==> config.mk <==
export PLATFORM = sky130hd
export DESIGN_NAME = freq_meas
export DESIGN_NICKNAME = d
export VERILOG_FILES = /design/src/rtl/freq_meas.sv
export SDC_FILE = /design/constraint.sdc
export NUM_CORES = 1
export LEC_CHECK = 0
export CELL_PAD_IN_SITES_DETAIL_PLACEMENT = 1
export CELL_PAD_IN_SITES_GLOBAL_PLACEMENT = 1
export CORE_ASPECT_RATIO = 1.25
export CORE_MARGIN = 2
export CORE_UTILIZATION = 38
export CTS_CLUSTER_DIAMETER = 150
export DETAILED_ROUTE_END_ITERATION = 7
export GPL_TIMING_DRIVEN = 1
export PLACE_DENSITY_LB_ADDON = 0.05
export SETUP_SLACK_MARGIN = 0.2
export SLEW_MARGIN = 15
export SYNTH_ARGS = -nofsm -noshare
export SYNTH_HDL_FRONTEND = slang
export SYNTH_SLANG_ARGS = --single-unit
==> constraint.sdc <==
create_clock -name clk -period 1.6 [get_ports clk]
set_input_delay 0.16 -clock clk [delete_from_list [all_inputs] [get_ports clk]]
set_output_delay 0.16 -clock clk [all_outputs]
set_load 0.01 [all_outputs]
==> src/rtl/freq_meas.sv <==
// Period / high-time meter for a slow clock-like input.
// Reports rise-to-rise distance, lock on a stable period, and a sticky timeout.
module freq_meas #(
    parameter int W           = 8,
    parameter int SYNC_STAGES = 2,
    parameter int LOCK_CNT    = 4
) (
    input  logic         clk,
    input  logic         rst,
    input  logic         en,
    input  logic         sig_in,
    output logic [W-1:0] period,
    output logic [W-1:0] high_time,
    output logic         valid,
    output logic         locked,
    output logic         timeout
);

    localparam int            LW   = $clog2(LOCK_CNT + 1);
    localparam logic [W-1:0]  CMAX = '1;
    localparam logic [LW-1:0] LMAX = LW'(LOCK_CNT);

    typedef enum logic {
        IDLE,
        MEAS
    } state_t;

    logic [SYNC_STAGES-1:0] sync;
    logic                   s;
    logic                   s_d;
    logic                   rise;

    state_t        state;
    state_t        state_n;
    logic [W-1:0]  cnt;
    logic [W-1:0]  cnt_n;
    logic [W-1:0]  hcnt;
    logic [W-1:0]  hcnt_n;
    logic [W-1:0]  period_n;
    logic [W-1:0]  high_n;
    logic          valid_n;
    logic          locked_n;
    logic          timeout_n;
    logic          first;
    logic          first_n;
    logic [LW-1:0] lcnt;
    logic [LW-1:0] lcnt_n;

    assign s    = sync[SYNC_STAGES-1];
    assign rise = s & ~s_d;

    always_ff @(posedge clk) begin
        if (!rst) begin
            sync <= '0;
            s_d  <= 1'b0;
        end else begin
            sync[0] <= sig_in;
            for (int i = 1; i < SYNC_STAGES; i++) begin
                sync[i] <= sync[i-1];
            end
            s_d <= s;
        end
    end

    always_ff @(posedge clk) begin
        if (!rst) begin
            state     <= IDLE;
            cnt       <= '0;
            hcnt      <= '0;
            period    <= '0;
            high_time <= '0;
            valid     <= 1'b0;
            locked    <= 1'b0;
            timeout   <= 1'b0;
            first     <= 1'b0;
            lcnt      <= '0;
        end else begin
            state     <= state_n;
            cnt       <= cnt_n;
            hcnt      <= hcnt_n;
            period    <= period_n;
            high_time <= high_n;
            valid     <= valid_n;
            locked    <= locked_n;
            timeout   <= timeout_n;
            first     <= first_n;
            lcnt      <= lcnt_n;
        end
    end

    always_comb begin
        state_n   = state;
        cnt_n     = cnt;
        hcnt_n    = hcnt;
        period_n  = period;
        high_n    = high_time;
        valid_n   = 1'b0;
        locked_n  = locked;
        timeout_n = timeout;
        first_n   = first;
        lcnt_n    = lcnt;
        if (!en) begin
            state_n  = IDLE;
            locked_n = 1'b0;
            lcnt_n   = '0;
        end else begin
            case (state)
                IDLE: begin
                    if (rise) begin
                        state_n = MEAS;
                        cnt_n   = W'(1);
                        hcnt_n  = W'(1);
                        first_n = 1'b1;
                    end
                end
                MEAS: begin
                    if (rise) begin
                        period_n  = cnt;
                        high_n    = hcnt;
                        valid_n   = 1'b1;
                        timeout_n = 1'b0;
                        cnt_n     = W'(1);
                        hcnt_n    = W'(1);
                        first_n   = 1'b0;
                        // period still holds the previous measurement here
                        if (first || cnt != period) begin
                            lcnt_n = '0;
                        end else if (lcnt != LMAX) begin
                            lcnt_n = lcnt + LW'(1);
                        end
                        locked_n = (lcnt_n == LMAX);
                    end else if (cnt == CMAX) begin
                        state_n   = IDLE;
                        timeout_n = 1'b1;
                        locked_n  = 1'b0;
                        lcnt_n    = '0;
                    end else begin
                        cnt_n = cnt + W'(1);
                        if (s) begin
                            hcnt_n = hcnt + W'(1);
                        end
                    end
                end
                default: state_n = IDLE;
            endcase
        end
    end

endmodule

==> implementation parameters <==
Parameter                              Value

Setup path
  Series of cell instances along the critical path ... and4_4 > buf_6 > a221oi_4 > buf_6 > nand4_1 > xor2_1 > nor2_1
  Critical-path cell with the highest stage delay ... sky130_fd_sc_hd__dfxtp_4
  Gate family responsible for the most delay along the worst path ... flip-flops
  Endpoint of the worst register-to-register path ... hcnt[7]
  Slowest stage delay, CP ... 0.37 ns
  Crit-path max FO ... 7
  Required @ worst endpoint ... 1.80 ns
  Critical path startpoint ... cnt[5]
  Total stage count of the critical path ... 7
  Path depth of the worst reg2reg path ... 7
  Register-to-Register Setup Slack ... 0.07 ns
  Most numerous cell on the critical path ... sky130_fd_sc_hd__buf_6
  Last element of the critical path ... hcnt[7]
  Buffers plus inverters on the worst setup path ... 2
  Worst setup EP type ... flop
  Crit path arrival time ... 1.73 ns
  Element type at the critical path start ... flop
  Startpoint of the lowest-slack register-to-register path ... cnt[5]
  Class of the most critical setup path ... flop to flop

Place
  Final Wtd Congestion ... 0.807
  Port-buffer cells ... 22
  Total half-perimeter wirelength after legalization and detailed placement ... 3590 um
  Placed Instances ... 290

Timing
  Final critical-path share of the clock period ... 95.9%
  Count of endpoints failing setup in the final report ... 0
  Final-report max-slew violation count ... 0
  Minimum period implied by the final worst setup slack ... 1.53 ns
  Total count of hold-check failures in the final report ... 0
  Skew final ... 0.0106 ns
  Setup Total Neg Slack ... 0 ns
  Setup repair after global routing missed its margin ... true
  FMAX ... 0.652 GHz
  Worst-case hold slack ... 0.434 ns
  Worst slew pin tran ... 0.284 ns
  Max transition margin ... 81.0%

Yosys
  Post-synthesis mux area share ... 0.532%
  Dominant cell by count in the synthesized netlist ... sky130_fd_sc_hd__dfxtp_1
  Share of the synthesized netlist area taken by xor and xnor gates ... 7.91%
  Main area contributors after synthesis ... sky130_fd_sc_hd__dfxtp_1 (46%), sky130_fd_sc_hd__a22o_1 (7.9%), sky130_fd_sc_hd__xor2_1 (6.5%)
  Post-synthesis adder-cell area fraction ... 2.66%
  Synth cell count leaders ... sky130_fd_sc_hd__dfxtp_1 (43), sky130_fd_sc_hd__a22o_1 (17), sky130_fd_sc_hd__nor2_1 (15)
  Synth Area in Compound Gates ... 19.1%
  Cells after synthesis ... 192
  Area of the mapped netlist ... 0.00188 mm2
  Post-synthesis sequential element count ... 43
  Syn nets ... 200
  Simple-gate area share of the yosys netlist ... 19.7%
  Cell type with the largest total area after synthesis ... sky130_fd_sc_hd__dfxtp_1
  Library cells used by synthesis ... 39
  Synth warnings ... 0
  Most instantiated flip-flop cell in the synthesis netlist ... sky130_fd_sc_hd__dfxtp_1
  Sequential fraction of the synthesis area ... 45.7%
  Post-synthesis async set-or-reset flop share ... 0%
  Post-Syn Area per Cell ... 9.80 um2
  Combinational family with the most area after synthesis ... simple AND/OR/NAND/NOR gates
  Top cell type's share of synthesized area ... 45.7%
  EDFF count, synth ... 0

Detailed routing
  Violation count after the first detailed-route iteration ... 62
  Detailed-route via count ... 1612
  DRC violation count after routing ... 0
  Max Used Layer ... met4
  Routed wire length on met3 ... 121 um
  Met1 WL ... 2070 um
  Length of routed met2 wiring ... 2820 um
  Final antenna-violating net count ... 0
  Mean number of vias per cell ... 5.27
  Detailed Routing Iterations Pass 1 ... 4
  Wire length per cell after detailed routing ... 16.6 um
  Final WL ... 5080 um

Clocking
  Root Buffer ... sky130_fd_sc_hd__clkbuf_8
  Skew-Pair Late Insertion Delay ... 0.30 ns
  Number of H-tree branching levels ... 2
  Register clock-pin slew on the reported worst setup and hold paths ... 0.09 ns
  Total CTS buffers ... 5
  Number of sinks handled by clock tree synthesis ... 43
  Number of hold buffers added after CTS ... 0
  TritonCTS clock tree ... done
  Max clock buf depth ... 2

Pwr
  Peak supply drop ... 0.553 mV
  Total power density per cell area ... 762 mW/mm2
  Static leakage ... 1.20 nW

GRT
  Via count of the first global-routing pass ... 1721
  Pin count of the biggest net entering global routing ... 18
  GRT overflow ... 0
  Global-route wire length before repair ... 8290 um
  Overall fraction of global-route tracks in use ... 20.0%
  Antenna violations before repair ... 0

Flow run
  Max capacitance violation total ... 0

Cells and area
  Growth of design area from synthesis to finish ... 41.6%
  End-of-flow core utilization ... 55.9%
  Fill cell count ... 561
  Fin nets ... 253
  Non-Filler Instances ... 306
  Layout cells sized above 1 ... 33.3%
  Number of inserted diodes ... 0

Floorplan
  Number of ports placed on the die boundary ... 23
  Area of the core ... 0.00476 mm2
  Width of the die ... 66.9 um
  Vertical die dimension ... 82.7 um
  Number of placement rows ... 28
  Die outline area ... 0.00553 mm2
  Effective utilization at floorplan ... 39.5%

Hold path
  Worst min-delay path class ... input pin to flop

Outcome
  Run status ... completed
layout by cell type, fill, tap and decap left out, drive strengths merged, types with 5 or more instances in the layout:
cell,netlist,routed
buf,10,36
nand2,14,14
dlymetal6s2s,0,7
dlygate4sd2,0,5
a22o,17,17
dfxtp,43,43
o21ai,7,7
xor2,14,14
nor2,15,15
clkdlybuf4s50,0,10
nand3,11,11
clkbuf,2,5
nand4,7,7
cell families after synthesis:
| group | after synthesis |
|---|---|
| and+or+nand+nor | 69 |
| AOI/OAI and AO/OA | 42 |
| adders and majority gates | 4 |
| DFF | 43 |
| buffers and inverters | 16 |
| xor gates and xnor gates | 17 |
| muxes | 1 |
layer usage:
layer	track usage (%)	up-vias
li1	-	795
met1	22.0	788
met2	37.7	23
met3	4.34	6
met4	6.53	0
met5	0	-
through the flow:
| step | power, W | setup WS [ns] | area (um2) |
|---|---|---|---|
| after detailed placement | 0.00119 | -0.0935 | 2370 |
| final | 0.00203 | 0.0662 | 2660 |
| after CTS | 0.00205 | 0.0786 | 2540 |
| after floorplan | 0.00116 | 0.107 | 1950 |
| after global placement | 0.00119 | -0.0790 | 2370 |
| after global routing | 0.00210 | -0.0262 | 2660 |
how the worst min path moves through the flow:
stage                  from      end  slack (ns)  cells after the start
global placement    sync[0]  sync[1]        0.41                      1
global route        sync[0]  sync[1]        0.45                      1
finish               sig_in  sync[0]        0.43                      2
floorplan            sig_in  sync[0]        0.29                      1
detailed placement  sync[0]  sync[1]        0.42                      1
CTS                  sig_in  sync[0]        0.44                      2
layout make-up:
cell class                 instances  area (um2)  share of cell area (%)
timing repair buffer              58         528                    19.8
tap                               60        75.1                    2.82
clock buffer                       5        68.8                    2.58
sequential                        43         880                    33.0
multi-input combinational        133        1050                    39.5
inverter                           4        15.0                   0.564
clock inverter                     3        43.8                    1.64
timing repair:
action                                  CTS  global route
cloned                                    0             0
buffers inserted                          4             4
pin swaps                                12            16
gates resized for setup                  19            29
endpoints found under the setup margin   24            26
state kept, by name (all words and copies together), names as in the netlist:
signal / count
high_time: 8
hcnt: 8
period: 8
sync: 2
cnt: 8
lcnt: 3
locked: 1
first: 1
valid: 1
timeout: 1
s_d: 1
state: 1
power breakdown:
group | total [W] | internal (W) | switching (W)
Combinational | 0.0000939 | 0.0000431 | 0.0000508
Sequential | 0.00108 | 0.00107 | 0.00000758
Clock | 0.000856 | 0.000465 | 0.000391
Total | 0.00203 | 0.00158 | 0.000449
No activity file was read; power rests on OpenSTA's default activity.
